==> config.mk <==
export PLATFORM = sky130hd
export DESIGN_NAME = npu_pool_writer
export DESIGN_NICKNAME = d
export VERILOG_FILES = /design/src/rtl/npu_pkg.sv /design/src/rtl/npu_line_buf.sv /design/src/rtl/npu_pool_writer.sv
export SDC_FILE = /design/constraint.sdc
export NUM_CORES = 1
export LEC_CHECK = 0
export ABC_AREA = 1
export CELL_PAD_IN_SITES_DETAIL_PLACEMENT = 1
export CELL_PAD_IN_SITES_GLOBAL_PLACEMENT = 2
export CORE_MARGIN = 4
export CORE_UTILIZATION = 44
export DETAILED_ROUTE_END_ITERATION = 12
export HOLD_SLACK_MARGIN = 0.15
export PLACE_DENSITY_LB_ADDON = 0.1
export SETUP_SLACK_MARGIN = 0.3
export SLEW_MARGIN = 25
export SYNTH_ARGS = -nofsm -noshare
export SYNTH_HDL_FRONTEND = slang
export SYNTH_SLANG_ARGS = --single-unit
export TNS_END_PERCENT = 20
==> constraint.sdc <==
create_clock -name clk -period 11.2 [get_ports clk]
set_input_delay 2.24 -clock clk [delete_from_list [all_inputs] [get_ports clk]]
set_output_delay 2.24 -clock clk [all_outputs]
set_load 0.1 [all_outputs]
==> src/rtl/npu_pkg.sv <==
// Shared NPU definitions: default datapath widths and the pool writer state encoding.
package npu_pkg;

    localparam int DATA_WIDTH = 8;
    localparam int ADDR_WIDTH = 12;
    localparam int MAX_WIDTH  = 64;

    typedef enum logic [1:0] {
        ST_IDLE  = 2'd0,
        ST_RUN   = 2'd1,
        ST_FLUSH = 2'd2
    } pool_state_t;

endpackage

==> src/rtl/npu_line_buf.sv <==
// Simple dual-port line buffer holding one horizontally pooled row; registered read, contents not reset.
module npu_line_buf #(
    parameter int DATA_WIDTH = 8,
    parameter int DEPTH      = 32,
    parameter int AW         = $clog2(DEPTH)
) (
    input  logic                         clk,
    input  logic                         wr_en,
    input  logic [AW-1:0]                wr_addr,
    input  logic signed [DATA_WIDTH-1:0] wr_data,
    input  logic                         rd_en,
    input  logic [AW-1:0]                rd_addr,
    output logic signed [DATA_WIDTH-1:0] rd_data
);

    logic signed [DATA_WIDTH-1:0] mem [DEPTH];

    always_ff @(posedge clk) begin
        if (wr_en) begin
            mem[wr_addr] <= wr_data;
        end
    end

    // Read data holds until the next read so gaps in the input stream are harmless.
    always_ff @(posedge clk) begin
        if (rd_en) begin
            rd_data <= mem[rd_addr];
        end
    end

endmodule

==> src/rtl/npu_pool_writer.sv <==
// Post-MAC output stage: optional ReLU and 2x2 stride-2 max pooling, sequential writes to activation memory.
module npu_pool_writer #(
    parameter int DATA_WIDTH = npu_pkg::DATA_WIDTH,
    parameter int ADDR_WIDTH = npu_pkg::ADDR_WIDTH,
    parameter int MAX_WIDTH  = npu_pkg::MAX_WIDTH
) (
    input  logic                         clk,
    input  logic                         rst,
    input  logic                         frame_start,
    input  logic                         relu_en,
    input  logic                         pool_en,
    input  logic [6:0]                   img_width,
    input  logic [6:0]                   img_height,
    input  logic [ADDR_WIDTH-1:0]        wr_base,
    input  logic                         mac_valid,
    input  logic signed [DATA_WIDTH-1:0] mac_out,
    output logic                         act_wr_en,
    output logic [ADDR_WIDTH-1:0]        act_wr_addr,
    output logic signed [DATA_WIDTH-1:0] act_wr_data,
    output logic                         frame_done,
    output logic                         busy,
    output logic                         stray_valid
);
    import npu_pkg::*;

    localparam int LB_DEPTH = MAX_WIDTH / 2;
    localparam int LB_AW    = $clog2(LB_DEPTH);

    pool_state_t state, state_n;

    logic                         relu_q, pool_q;
    logic [6:0]                   width_q, height_q;
    logic [ADDR_WIDTH-1:0]        base_q;
    logic [6:0]                   col, row;
    logic [ADDR_WIDTH-1:0]        wr_cnt;
    logic signed [DATA_WIDTH-1:0] pair;

    logic                         eff_relu, eff_pool;
    logic [6:0]                   eff_w, eff_h, cur_col, cur_row;
    logic [ADDR_WIDTH-1:0]        eff_base, cur_cnt;
    logic                         accept, last_col, last_row, do_write, done_n;
    logic                         lb_we, lb_re;
    logic signed [DATA_WIDTH-1:0] v, hmax, vmax, wr_val, lb_rd_data;

    // A frame_start pulse takes effect immediately, so a coincident mac_valid is pixel (0,0) of the new frame.
    always_comb begin
        eff_relu = frame_start ? relu_en    : relu_q;
        eff_pool = frame_start ? pool_en    : pool_q;
        eff_w    = frame_start ? img_width  : width_q;
        eff_h    = frame_start ? img_height : height_q;
        eff_base = frame_start ? wr_base    : base_q;
        cur_col  = frame_start ? '0 : col;
        cur_row  = frame_start ? '0 : row;
        cur_cnt  = frame_start ? '0 : wr_cnt;
        accept   = mac_valid && (frame_start || state == ST_RUN);
        last_col = (cur_col == eff_w - 7'd1);
        last_row = (cur_row == eff_h - 7'd1);
        v        = (eff_relu && mac_out < 0) ? '0 : mac_out;
        hmax     = (v > pair) ? v : pair;
        vmax     = (lb_rd_data > hmax) ? lb_rd_data : hmax;
        wr_val   = eff_pool ? vmax : v;
        do_write = accept && (!eff_pool || (cur_col[0] && cur_row[0]));
        lb_we    = accept && eff_pool && cur_col[0] && !cur_row[0];
        lb_re    = accept && eff_pool && !cur_col[0] && cur_row[0];
    end

    always_comb begin
        state_n = state;
        done_n  = 1'b0;
        unique case (state)
            ST_IDLE:  state_n = ST_IDLE;
            ST_RUN:   state_n = ST_RUN;
            ST_FLUSH: begin
                state_n = ST_IDLE;
                done_n  = !frame_start;
            end
            default:  state_n = ST_IDLE;
        endcase
        if (frame_start) begin
            state_n = ST_RUN;
        end
        if (accept && last_col && last_row) begin
            state_n = ST_FLUSH;
        end
    end

    always_ff @(posedge clk or negedge rst) begin
        if (!rst) begin
            state <= ST_IDLE;
        end else begin
            state <= state_n;
        end
    end

    always_ff @(posedge clk or negedge rst) begin
        if (!rst) begin
            relu_q   <= 1'b0;
            pool_q   <= 1'b0;
            width_q  <= '0;
            height_q <= '0;
            base_q   <= '0;
            col      <= '0;
            row      <= '0;
            wr_cnt   <= '0;
            pair     <= '0;
        end else begin
            if (frame_start) begin
                relu_q   <= relu_en;
                pool_q   <= pool_en;
                width_q  <= img_width;
                height_q <= img_height;
                base_q   <= wr_base;
                col      <= '0;
                row      <= '0;
                wr_cnt   <= '0;
            end
            if (accept) begin
                col <= last_col ? 7'd0 : cur_col + 7'd1;
                row <= last_col ? cur_row + 7'd1 : cur_row;
                if (eff_pool && !cur_col[0]) begin
                    pair <= v;
                end
            end
            if (do_write) begin
                wr_cnt <= cur_cnt + ADDR_WIDTH'(1);
            end
        end
    end

    always_ff @(posedge clk or negedge rst) begin
        if (!rst) begin
            act_wr_en   <= 1'b0;
            act_wr_addr <= '0;
            act_wr_data <= '0;
            frame_done  <= 1'b0;
            stray_valid <= 1'b0;
        end else begin
            act_wr_en  <= do_write;
            frame_done <= done_n;
            if (do_write) begin
                act_wr_addr <= eff_base + cur_cnt;
                act_wr_data <= wr_val;
            end
            if (frame_start) begin
                stray_valid <= 1'b0;
            end else if (mac_valid && state == ST_IDLE) begin
                stray_valid <= 1'b1;
            end
        end
    end

    assign busy = (state != ST_IDLE);

    npu_line_buf #(
        .DATA_WIDTH(DATA_WIDTH),
        .DEPTH     (LB_DEPTH)
    ) u_line_buf (
        .clk    (clk),
        .wr_en  (lb_we),
        .wr_addr(cur_col[LB_AW:1]),
        .wr_data(hmax),
        .rd_en  (lb_re),
        .rd_addr(cur_col[LB_AW:1]),
        .rd_data(lb_rd_data)
    );

endmodule

== Word-level counts from Yosys, hierarchy flattened ==
Memory sizes are Yosys's and may differ from the RTL's. A register that Yosys moved wholly into a read port is not among the register bits.
Index checks and enable logic that the tools add are counted.
Cells by class
  $add $sub $neg: 6
  order comparisons: 3
  equality and inequality tests: 4
  multiplexer cells: 25
  reductions and logical operators: 23
Operator list (count)
  7-bit 2-to-1 mux: 8
  12-bit 2-to-1 mux: 3
  8-bit 2-to-1 mux: 4
  8-bit > comparator: 2
  7-bit by 1-bit adder with 7-bit output (second input constant): 2
  7-bit equality test: 2
  7-bit by 1-bit subtractor with 7-bit output (second input constant): 2
  1-bit logical AND: 13
  12-bit by 1-bit adder with 12-bit output (second input constant): 1
  12-bit adder: 1
  8-bit by 1-bit < comparator with 1-bit output (second input constant): 1
  1-bit 2-to-1 mux: 8
  1-bit zero test: 4
  2-bit 2-to-1 mux: 2
  2-bit nonzero test: 2
  2-bit by 1-bit equality test with 1-bit output (second input constant): 1
  2-bit equality test (second input constant): 1
  2-bit zero test: 1
  1-bit logical OR: 2
  2-bit AND reduction: 1
Storage, ports and cells
  register bits after elaboration: 87
  memory bits (writable): 256
  bits of input ports: 40
  word-level logic and storage cells: 77
  memories kept: 1
Memories
  u_line_buf.mem: words 32, bits a word 8, rd ports 1, clocked after Yosys merged registers in 1, write ports 1, line npu_line_buf.sv:16  | logic signed [DATA_WIDTH-1:0] mem [DEPTH];

== Logic depth before layout (Yosys ltp) ==
Gate-level depths: netlist of the first run.
  depth after elaboration: 8
  mapped depth: 31
  mapped depth without buffers: 29

== Cells and area by module ==
Synthesis of the first run repeated with hierarchy kept, for this count alone.
Second synthesis, totals
  cells, all modules: 1705
  area, all modules: 16525.8 um^2
By module, submodules not included
  npu_line_buf: times used 1, cells each 922, area each 10866.7 um^2
  npu_pool_writer: times used 1, cells each 783, area each 5659.2 um^2

== Worst setup path after synthesis of the first run ==
OpenSTA, ideal clock, no wires.
  path type: in2reg
  from: input port frame_start
  to: register act_wr_data[0]
  data arrival time: 6.142 ns
  data required time: 11.122 ns
  path slack: 4.981 ns
  stages: 24
  path through: buf_6 > inv_6 > buf_6 > nand2_1 > and2_1 > nor2_1 > nor2_1 > ha_1 > a21oi_1 > o21a_1 > nand3_1 > nand3_1 > nand2_1 > nand2_1 > inv_1 > ha_1 > nand2_1 > nor2_1 > nand2_1 > a2bb2oi_1 > nand2_1 > nand3_1 > nand2_1 > a21oi_1
Between the ends
  word-level cells in the longest chain between the ends: 8
RTL lines
  start, declared: line npu_pool_writer.sv:9  | input logic frame_start,
  1-bit 2-to-1 mux
  1-bit logical AND: line npu_pool_writer.sv:58  | v = (eff_relu && mac_out < 0) ? '0 : mac_out;
  8-bit 2-to-1 mux: line npu_pool_writer.sv:58
  via v[5]: line npu_pool_writer.sv:43  | logic signed [DATA_WIDTH-1:0] v, hmax, vmax, wr_val, lb_rd_data;
  8-bit > comparator: line npu_pool_writer.sv:59  | hmax = (v > pair) ? v : pair;
  8-bit 2-to-1 mux: line npu_pool_writer.sv:59
  via hmax[4]: line npu_pool_writer.sv:43
  8-bit > comparator: line npu_pool_writer.sv:60  | vmax = (lb_rd_data > hmax) ? lb_rd_data : hmax;
  8-bit 2-to-1 mux: line npu_pool_writer.sv:60
  8-bit 2-to-1 mux: line npu_pool_writer.sv:61  | wr_val = eff_pool ? vmax : v;
  end signal, assigned: line npu_pool_writer.sv:142  | act_wr_data <= wr_val;
  end, declared: line npu_pool_writer.sv:19  | output logic signed [DATA_WIDTH-1:0] act_wr_data,
The timed path passes the listed nets, and every way through them passes these cells.
A chain may end at the register's enable or synchronous reset.

== Worst setup path after layout of the first run ==
  from: input port frame_start
  to: register act_wr_data[3]
Between the ends
  word-level cells in the longest chain between the ends: 8
RTL lines (line)
  1-bit 2-to-1 mux *
  1-bit logical AND *: npu_pool_writer.sv:58
  8-bit 2-to-1 mux *: npu_pool_writer.sv:58
  via v[5]: npu_pool_writer.sv:43
  8-bit > comparator: npu_pool_writer.sv:59
  8-bit 2-to-1 mux *: npu_pool_writer.sv:59
  via hmax[5]: npu_pool_writer.sv:43
  8-bit > comparator *: npu_pool_writer.sv:60
  8-bit 2-to-1 mux *: npu_pool_writer.sv:60
  8-bit 2-to-1 mux *: npu_pool_writer.sv:61
The timed path passes the listed nets; every way through them passes the cells marked *.

==> impl.org, run 1 <==
** Timing
- Fin. max-slew vios :: 0
- For the final routed database, the setup TNS stands at 0 ps.
- On the final layout, the worst clock skew is ~26 ps.
- Final critical-path share of the clock period :: 0.6493
- The worst pin sits at a relative slew slack of 0.2826.
- Measured slew at the worst slew-check pin :: 1072 ps
- For the finished layout, the period the worst path requires is 7273 ps.
- Setup violations remaining at the end of the flow were counted as 0.
- Highest achievable clock rate :: roughly 140 MHz
- Setup repair after global routing left no endpoint under its margin.
- The count of final hold-check violations came to 0.
- Worst Hold Margin :: 474.5 ps

** Synth
- Sequential fraction of the synthesis area :: 0.6395
- Synthesis inferred roughly 350 register bits.
- After synthesis, the largest family of logic cells by area is simple AND/OR/NAND/NOR gates.
- Fraction of the mapped netlist area in simple logic gates :: 0.1953
- Top_reg_cell synth :: edfxtp_1
- Fraction of synthesis flops using an asynchronous set or reset pin :: 0.2479
- The fraction of the mapped netlist area in compound gates is 0.07206.
- Share of cell area taken by muxes after synthesis :: 0
- Post-synthesis area per instance :: 10.73 um^2
- Synth warn :: 0
- Of the total synthesized cell area, the portion taken by full adders, half adders and majority gates is 0.02661.
- Number of enable-type register cells in the synthesized netlist :: 264
- Synth cell types :: 47
- Of the total synthesized cell area, the portion taken by XOR and XNOR cells is 0.01552.
- Counting every instance in the synthesized netlist gives 1,472.
- Total standard cell area after synthesis :: 0.01580 mm^2
- Post-Synthesis Net Count :: 1,545

** CTS
- TritonCTS clock tree :: built
- Number of buffers added by the clock tree synthesis step :: 39
- Num Clock Sinks :: between 300 and 400
- The tree is rooted in a clkbuf_16.
- Once the clock tree was built, the resizer swapped 0 gates to a different size.
- Number of buffers on the longest clock path :: 3
- The later pin in the worst-skew pair is clocked with a latency of about 550 ps.
- Once the clock tree was built, the setup fixing pass inserted 0 buffers.
- Clock-pin slew was measured on the worst setup and hold paths at 60 ps.
- The H-tree was split into 2 levels.
- Quantity of hold-fixing buffers added after cts :: 0

** Global route
- Total global-route track usage :: 0.2210
- Global routing met2 resource utilization :: 0.3874
- The via count of the first global-routing pass is roughly 12k.
- Initial antenna violation count :: 0
- For met3 alone, demand over resource in global routing was 0.03309.
- After global routing the overflow that remains totals 0.
- Global-route wire length before repair :: 67,100 um
- For this run, global-route usage on met1 was measured as 0.2875.
- Entering global routing, the biggest net connects 69 pins.
- After global routing, the most crowded layer is met2.

** Final layout
- From synthesis to final layout, the design area changed by 13.87%.
- Net total in the final layout :: ~1.6k
- Leaving out fill and tap cells, the most frequent cell in the layout is nand2_1.
- Most frequent cells in the layout :: nand2_1, edfxtp_1, inv_1, nand3_1, nor2_1
- In the final layout, the share of cells above drive strength 1 is 0.07358.
- Final antenna diode count :: 0

** Power and ir drop
- Register share of total power :: 0.471
- Of the total power, the clock network draws 0.354.
- Of the total power, the share spent switching nets is 0.2968.
- Worst IR drop on VDD :: ~0.16 mV
- Fraction of power consumed by combinational cells :: 0.175
- For this design the static power due to leakage is 0.007059 uW.
- Sw power :: 995.3 uW
- Post-layout total power :: 3354 uW
- For this design the ratio of total power to cell area is approximately 190 mW/mm^2.
- Cell internal power was estimated by the tool at roughly 2400 uW.

** Critical path
- Data required, critical path :: 11,660 ps
- Type of the worst setup path :: in -> reg
- Largest fanout of any net on the critical path :: 55
- At the worst endpoint, the arrival time is 7740 ps.
- The cell that appears most often on the critical path is nand2_1.
- STA classifies the critical path endpoint as a flip-flop.
- In this design, the stage delay of the slowest critical-path cell is around 550 ps.
- Slowest cell on crit path :: nand2_2
- Nature of the critical path startpoint :: input pin
- Critical-path cell list :: buf_2 > buf_4 > inv_6 > nand2_1 > and2_1 > nor2_1 > nor2_1 > ha_1 > a21oi_1 > o21a_1 > nand3_1 > nand3_1 > nand2_1 > nand2_2 > inv_1 > ha_1 > nand2_1 > nor2_1 > nand2_1 > a2bb2oi_1 > nand2_1 > nand3_1 > nand2_1 > a21oi_1

** Die
- For this configuration, the core starts out at a cell density of 0.4453.
- between 60 and 70 I/O pins were placed.
- The core region is 0.03548 mm^2.
- Die W :: 197.5 um
- Floorplan row count :: 69
- Floorplan die area :: a little under 0.04 mm^2
- DIE HEIGHT :: ~200 um

** Placement
- Global placer's final weighted congestion :: between 0.8 and 0.9
- Summed over all nets, the half-perimeter wirelength after detailed placement is 27,340 um.
- Quantity of I/O buffers inserted on ports :: 63

** Detailed routing
- Summed over all layers, the routed wires come to 42,820 um.
- Antenna Violating Nets Remaining :: 0
- DR DRC count :: 0
- After detailed routing, the number of vias per cell comes to between 5 and 6.
- DRT iter0 DRCs :: 696
- Pre-Repair DR Iteration Count :: 5
- Post-detailed-route wirelength per cell :: 21.16 um
- The detailed router placed 11.01k vias in this run.

** Run
- Max-cap viol count :: 0

** Outcome
- Result of the run :: finished clean

** Min path
- Min-Delay Path Class :: reg -> reg
[logic make-up after synthesis]
family,Yosys count
AOI/OAI and AO/OA,178
xor gates and xnor gates,28
adders and majority gates,33
buffers and inverters,183
DFF,351
and+or+nand+nor,699
[registers in the layout, indices dropped and copies added, names as in the netlist]
register            flops
base_q                 12
frame_done              1
pair                    8
pool_q                  1
row                     7
stray_valid             1
width_q                 7
relu_q                  1
u_line_buf.mem        256
state                   2
act_wr_data             8
wr_cnt                 12
height_q                7
act_wr_en               1
u_line_buf.rd_data      8
col                     7
act_wr_addr            12
[worst max-delay path: cells and delay by family]
family	cells	cell delay [ps]
AND/OR/NAND/NOR	14	2920
buffers and inverters	4	880
adder cells (fa/ha/maj)	2	640
AO/OA/AOI/OAI	4	980
[synth_stat cells, types with 4 or more instances]
cell,number,area [um^2]
o21ai_0,29,145.1
o21a_1,4,30.03
nor2_1,111,416.7
inv_1,120,450.4
or2_2,4,25.02
nor3_1,9,45.04
a31oi_1,11,68.82
buf_4,8,60.06
nand2_1,366,1374
edfxtp_1,264,7928
clkbuf_1,10,37.54
a22oi_1,77,578.1
nand3_1,117,585.6
xnor2_1,10,87.58
nand4_1,53,331.6
buf_1,4,15.01
nand2_2,9,56.30
inv_2,5,18.77
buf_2,28,140.1
nor2_2,8,50.05
o21ai_1,7,35.03
buf_6,5,56.30
nand3b_1,10,75.07
xor2_1,18,157.7
dfrtp_1,87,2177
ha_1,32,400.4
a21oi_1,40,200.2
[power groups by stage]
stage	clock network (uW)	logic, uW	registers [uW]
after floorplan	0	269	1720
after global placement	0	572	1610
after detailed placement	0	590	1610
after CTS	1210	592	1580
after global routing	1270	651	1580
final	1190	588	1580
[worst paths after layout]
check	from	endpoint	slack, ps	cells after the start
max	frame_start	act_wr_data[3]	3930	24
min	base_q[5]	base_q[5]	470	2
max reg2reg	relu_q	act_wr_data[3]	6180	21
min reg2reg	base_q[5]	base_q[5]	470	2
max in group asynchronous	rst	wr_cnt[4]	8400	2
min in group asynchronous	rst	height_q[2]	1600	1
[per-stage QoR]
stage	cells	worst slack (ps)	util	cell area, um^2
finish	2024	3927	0.5070	17990
global route	2024	3183	0.5070	17990
CTS	2024	3517	0.5067	17980
detailed placement	1955	2954	0.4738	16810
global placement	1955	3271	0.4738	16810
floorplan	1472	4981	-	15800
[area by class of cell]
cell class | instances | area [um^2]
Tap cell | 461 | 576.8
Sequential cell | 351 | 10100
Fill cell | 3855 | 17490
Timing Repair Buffer | 78 | 735.7
Clock inverter | 24 | 168.9
Inverter | 127 | 481.7
Clock buffer | 45 | 998.5
Multi-Input combinational cell | 938 | 4925
[routing by layer]
metal  up-vias  share of wire
met5         -              0
met4         0          0.026
met3        59          0.042
met2       237           0.50
met1      5473           0.43
li1       5244              -
(Power assumes the default switching activity.)
==> inputs of run 2 (changes only) <==
CORE_UTILIZATION = 41   (was 44)
clock period = 7.16 ns   (was 11.2 ns; I/O delays follow)
==> run 2 against run 1 <==
Compared with the run above:
- routed wire length up 1.7%
- hold slack about the same
- sequential power increased by 56%
- highest routed layer unchanged
- die area grew 7.0%
- first-iteration DRC count is 5.6% lower
- clock skew decreased by 8.7 ps
- count of clock-buffer cells in the layout increased by 5
- sequential cell count did not move
- sequential share of layout area fell by 0.75 points
- non-clock buffer count rose by 5
- clock power grew 75%
- critical path depth rose by 2
==> impl.org, run 2 (synthesized netlist as in run 1, its figures left out) <==
** Global route
- The initial antenna violation count came to 0 (unchanged).
- The remaining global-route overflow is 0 (unchanged).
- The maximum number of pins on one net before global-route repair came to 65 (-5.8%).
- The first-pass GRT wire length was 67,990 um (+1.3%).
- Total global-route track usage :: 0.2106 (-0.01034)
- The via count of the first global-routing pass came to 11.73k (+0.91%).

** Timing
- Highest achievable clock rate :: 165.3 MHz
- Of the available clock period, the critical path in the final layout requires 0.8451.
- The count of final hold-check violations is 0 (unchanged).
- Final period demand of the worst path :: 6051 ps
- Fin. max-slew vios :: 0 (unchanged)
- Measured slew at the worst slew-check pin :: 1021 ps (-50.78 ps)
- The worst clock skew came to 17.53 ps (-8.664 ps).
- The final-report setup violation count came to 0 (unchanged).
- The final hold slack was 474.7 ps (+0.2290 ps).
- The relative slew slack was 0.3169 (+0.03436).
- Unrepaired setup endpoints after global routing :: no
- Final total negative setup slack :: 0 ps (unchanged)
- The final worst-path setup slack came to 1109 ps (-2818 ps).

** Placement
- Worst-case setup slack after placement :: 499.0 ps (-2455 ps)
- The number of port buffers came to 63 (unchanged).
- Global placer's final weighted congestion :: 0.8069 (-1.5%)
- Detail Placement HPWL :: 28,140 um (+2.9%)

** CTS
- Number of buffers on the longest clock path :: 3 (unchanged)
- Number of buffers added by the clock tree synthesis step :: 40 (+2.6%)
- TritonCTS built the clock tree.
- The clock slew at the register clock pins of the worst setup and hold paths is 50 ps (about the same).
- The count of hold-fix buffers inserted at cts came to 0 (unchanged).
- Clock tree synthesis selected as its root buffer the cell clkbuf_16.
- The count of cells resized by post-cts repair is 0 (unchanged).
- Worst-Skew Late Latency :: 570 ps (+20 ps)
- Post-CTS setup buffers :: 0 (unchanged)
- Level count of the clock H-tree :: 2 (unchanged)
- Num Clock Sinks :: 351 (unchanged)

** Detailed routing
- The number of iterations in the first detailed-routing pass came to 5 (unchanged).
- DRT iter0 DRCs :: 657 (-5.6%)
- The number of DRC violations after detailed routing was 0 (unchanged).
- The per-cell routed wire length is 20.94 um (-0.99%).
- The number of nets still failing antenna checks after routing is 0 (unchanged).
- Routed via count divided by cell count :: 5.329 (-2.1%)
- The total number of vias was 11.08k (+0.64%).
- The routed wire length came to 43,570 um (+1.7%).

** Critical path
- Type of the worst setup path :: in -> reg
- Data required, critical path :: 7650 ps (-4010 ps)
- The worst setup path is captured at a flip-flop.
- The largest driver fanout on the critical path is 33 (-40%).
- Setup slack of the worst register-to-register path :: 2230 ps (-3950 ps)
- The signal arrival time at the worst endpoint was 6540 ps (-1200 ps).
- Nature of the critical path startpoint :: input pin

** Die
- The horizontal die dimension came to 204.3 um (+3.5%).
- Initial Util :: 0.4175 (-0.02778)
- The die extent in y came to 204.3 um (+3.5%).
- The number of placement rows was 71 (+2.9%).
- The die footprint is 0.04174 mm^2 (+7.0%).
- The core outline area was 0.03784 mm^2 (+6.7%).
- Number of top-level design ports :: 64 (unchanged)

** Final layout
- The share of the core filled with cells in the final layout was 0.4818 (-0.02519).
- Fraction of layout instances using a drive strength above 1 :: 0.07393 (+0.0003560)
- The count of inserted antenna diode cells is 0 (unchanged).
- In the layout the commonest cells are nand2_1, edfxtp_1, inv_1, nand3_1, nor2_1.
- Leaving out fill and tap cells, the most frequent cell in the layout is nand2_1.
- The number of nets at the end of the flow came to 1,614 (+0.37%).
- u_line_buf.mem holds more flip-flops than any other register.
- Area added between synthesis and finish :: 15.41%
- The flip-flop count of the largest register after layout was 256 (unchanged).

** Power and ir drop
- Worst IR drop on VDD :: 0.1902 mV (+20%)
- The leakage power summed over all cells is 0.007168 uW (+1.5%).
- The power per cell area is 301.7 mW/mm^2 (+62%).

** Run
- Max-cap viol count :: 0 (unchanged)

** Min path
- Min-Delay Path Class :: reg -> reg

** Outcome
- The run finished with clean final reports.
run 2: cell count changes in the layout (fill, tap and decap cells not counted), moves of 3 or more:
cell	before	now
nand2_1	361	366
buf_4	16	21
clkbuf_1	6	9
nand2_2	14	9
clkinv_2	6	3
bufinv_16	1	6
clkinvlp_4	4	0
clkinv_1	11	8
run 2: final timing paths:
path / end / startpoint / cells past startpoint
min in group asynchronous: height_q[4] / rst / 1
min reg2reg: act_wr_addr[10] / act_wr_addr[10] / 2
min: act_wr_addr[10] / act_wr_addr[10] / 2
max: act_wr_data[2] / relu_en / 26
max in group asynchronous: act_wr_addr[3] / rst / 2
max reg2reg: act_wr_data[2] / relu_q / 25
run 2: routing by layer:
metal  global-route usage  routed length (um)
met4              0.06126                1042
met2               0.3702               21920
met3              0.02872                1513
met1               0.2737               19090
met5                    0                   0
run 2: metrics by stage:
stage | cells | power, uW | area [um^2]
after floorplan | 1472 | 3114 | 15800
after global placement | 2010 | 3451 | 16910
after detailed placement | 2010 | 3475 | 16910
after CTS | 2080 | 5566 | 18240
after global routing | 2080 | 5753 | 18240
final | 2080 | 5501 | 18240
run 2: final cells by class:
class	instances	area (um^2)
Clock inverter	20	275.3
Sequential cell	351	10100
Clock buffer	50	1049
Multi-Input combinational cell	938	4912
Tap cell	511	639.4
Timing Repair Buffer	83	773.2
Fill cell	4089	19610
Inverter	127	481.7
run 2: worst max-delay path, cell delays in order:
cell and delay (ps):
clkdlybuf4s50_1 520, nand2_1 70, and2_1 170, nor2_1 420
nor2_1 210, ha_1 340, nand2_1 60, inv_1 40
nand2_1 60, nand2_1 50, nand2_1 70, nand3_1 280
nand3_1 390, nand2_1 120, nand2_1 80, buf_4 360
inv_1 90, ha_1 310, nand2_1 90, nor2_1 60
nand2_1 50, a2bb2oi_1 540, nand2_1 360, nand3_1 170
nand2_1 70, a21oi_1 130
run 2: report_power, final:
part | internal [uW] | leakage [uW] | switching (uW)
Combinational | 226 | 0.00303 | 724
Clock | 1260 | 0.000644 | 824
Sequential | 2430 | 0.00350 | 34.7
Total | 3920 | 0.00717 | 1580
==> inputs of run 3 (changes only) <==
clock period = 5.7 ns   (was 7.16 ns; I/O delays follow)
==> run 3 against run 2 <==
Compared with the run above:
- count of clock-buffer cells in the layout is 5 lower
- via count increased by 0.70%
- first-iteration DRC count increased by 7.2%
- critical path depth rose by 1
- total power grew 24%
- combinational power increased by 27%
==> impl.org, run 3 (synthesized netlist as in run 1, its figures left out) <==
** Placement
- Global placer's final weighted congestion :: 0.7964 (-1.3%)
- Area post-placement :: 0.01708 mm^2 (+0.98%)
- Detail Placement HPWL :: 28,620 um (+1.7%)
- The setup slack at placement is -76.11 ps (-575.1 ps).
- The cell count after placement is 2,032 (+1.1%).
- The number of port buffers came to 63 (unchanged).

** Global route
- The remaining global-route overflow is 0 (unchanged).
- Via count of the first global-routing pass :: 12.06k (+2.8%)
- The overall routing resource usage came to 0.2119 (+0.001237).
- Global-route wire length before repair :: 68,930 um (+1.4%)
- The initial antenna violation count came to 0 (unchanged).
- The maximum number of pins on one net before global-route repair came to 65 (unchanged).

** Power and ir drop
- Clock power frac :: 0.367 (-0.012)
- The internal power component came to 4820 uW (+23%).
- The switching power total was 1992 uW (+26%).
- The share of power burned in registers is 0.455 (+0.006).
- The switching power share of the total is 0.2924 (+0.004787).
- Static Leakage :: 0.007263 uW (+1.3%)
- Power per unit of standard cell area :: 371.1 mW/mm^2 (+23%)
- The total chip power was 6812 uW (+24%).
- The proportion of power drawn by combinational gates is 0.178 (+0.005).
- The maximum resistive drop on vdd is 0.3056 mV (+61%).

** Die
- The number of primary I/O pins came to 64 (unchanged).
- The die extent in y was 204.3 um (unchanged).
- The number of placement rows came to 71 (unchanged).
- Initial Util :: 0.4175 (unchanged)
- The die footprint is 0.04174 mm^2 (unchanged).
- Area of the core region :: 0.03784 mm^2 (unchanged)
- The horizontal die dimension was 204.3 um (unchanged).

** Detailed routing
- The number of DRC violations after detailed routing came to 0 (unchanged).
- The number of nets still failing antenna checks after routing came to 0 (unchanged).
- Routed via count divided by cell count :: 5.305 (-0.44%)
- The routed wire length is 43,850 um (+0.64%).
- The total number of vias was 11.16k (+0.70%).
- DRT iter0 DRCs :: 704 (+7.2%)
- Post-detailed-route wirelength per cell :: 20.84 um (-0.51%)
- Pre-Repair DR Iteration Count :: 5 (unchanged)

** CTS
- The clock slew at the register clock pins of the worst setup and hold paths came to 50 ps (about the same).
- TritonCTS clock tree :: built
- The clock sink total is 351 (unchanged).
- Number of buffers on the longest clock path :: 3 (unchanged)
- The deepest level of the CTS H-tree was 2 (unchanged).
- The clock buffer count from CTS came to 39 (-2.5%).
- Worst-Skew Late Latency :: 550 ps (-20 ps)
- The cell sitting at the root of the clock tree is a clkbuf_16.

** Timing
- The relative slew slack is 0.2708 (-0.04614).
- Highest achievable clock rate :: 202.9 MHz
- Final critical-path share of the clock period :: 0.8645
- The count of final hold-check violations is 0 (unchanged).
- Final period demand of the worst path :: roughly 5000 ps
- The number of pins with negative max-slew slack in the final report was 0 (unchanged).
- The final worst-path setup slack was 772.4 ps (-336.5 ps).
- Measured slew at the worst slew-check pin :: 1090 ps (+69.00 ps)
- Setup repair after global routing left no endpoint under its margin.
- The worst clock skew is 17.19 ps (-0.3351 ps).
- Finish-stage setup viols :: 0 (unchanged)

** Critical path
- The internal reg-to-reg setup slack was 1520 ps (-710 ps).
- CP dominant cell by count :: nand2_1
- The signal arrival time at the worst endpoint came to 5400 ps (-1140 ps).
- Slowest cell on crit path :: clkdlybuf4s50_1
- The largest driver fanout on the critical path came to 9 (-73%).
- The number of logic stages on the critical path including buffering came to 27 (+3.8%).
- The worst path buffer plus inverter count is 4 (unchanged).
- STA classifies the critical path endpoint as a flip-flop.
- Cell family with the largest share of critical-path delay :: simple AND/OR/NAND/NOR gates
- The delay contributed by the slowest stage of the critical path was 490 ps (-50 ps).
- The required time of the critical path is 6170 ps (-1480 ps).
- The worst setup path is of the in -> reg kind.
- The worst reg-to-reg path cell count is 22 (-12%).
- STA classifies the critical path startpoint as an input pin.

** Final layout
- Net total in the final layout :: 1,635 (+1.3%)
- Ranked by flip-flop count, first place goes to u_line_buf.mem.
- Count of filler cells inserted in the layout :: 4,126 (+0.90%)
- Area added between synthesis and finish :: 16.18%
- Fraction of layout instances using a drive strength above 1 :: 0.09228 (+0.01835)
- The flip-flop count of the largest register after layout is 256 (unchanged).
- The count of inserted antenna diode cells came to 0 (unchanged).
- In the layout the commonest cells are nand2_1, edfxtp_1, inv_1, nand3_1, nor2_1.
- Non-filler cells in the finished layout :: 2,104 (+1.2%)
- The total non-filler cell area in the finished layout is 0.01836 mm^2 (+0.67%).
- Leaving out fill and tap cells, the most frequent cell in the layout is nand2_1.

** Run
- The number of maximum-capacitance constraint violations is 0 (unchanged).

** Min path
- The hold-critical path depth is 2 (unchanged).
- The tightest min-delay check is of the reg -> reg type.

** Outcome
- Result of the run :: finished clean
-- run 3: power groups by stage --
stage	logic (uW)	registers [uW]	clock network, uW
floorplan	528	3380	0
global placement	1200	3150	0
detailed placement	1230	3150	0
CTS	1240	3100	2570
global route	1340	3110	2670
finish	1210	3100	2500
-- run 3: tightest hold or removal path: cells and delay by family, from the launching register on --
family        cells  cell delay, ps
simple gates      2             120
flops             1             320
-- run 3: layout make-up --
type,instances,area [um^2],share of cell area
inverter,127,481.7,0.02624
clock buffer,45,1020,0.05555
clock inverter,27,252.7,0.01377
multi-input combinational,938,4920,0.2680
sequential,351,10100,0.5505
tap,511,639.4,0.03483
timing repair buffer,105,938.4,0.05112
-- run 3: routing by layer --
metal  up-vias  track usage  routed length, um
li1       5288            -                  -
met1      5602       0.2678              18790
met2       214       0.3769              22060
met3        58      0.02761               1751
met4         0      0.07155               1239
met5         -            0                  0
-- run 3: path summary, 6_finish.rpt --
| kind | endpoint | startpoint |
|---|---|---|
| worst min-delay path | base_q[0] | base_q[0] |
| worst min register to register | base_q[0] | base_q[0] |
| min in group asynchronous | height_q[3] | rst |
| worst max register to register | act_wr_data[0] | relu_q |
| worst max-delay path | act_wr_data[0] | relu_en |
| max in group asynchronous | act_wr_data[3] | rst |
-- run 3: repair_timing --
item / in CTS / in global routing
gates resized for setup: 0 / 2
setup endpoints to repair: 0 / 8
hold buffers: 0 / 0
setup buffers: 0 / 0
-- run 3: stage by stage --
step                hold WS, ps  setup TNS [ps]    util
floorplan                 443.9               0       -
detailed placement        464.8          -480.0  0.4512
global route              504.4               0  0.4851
global placement          456.9               0  0.4512
CTS                       478.4               0  0.4849
finish                    482.0               0  0.4851
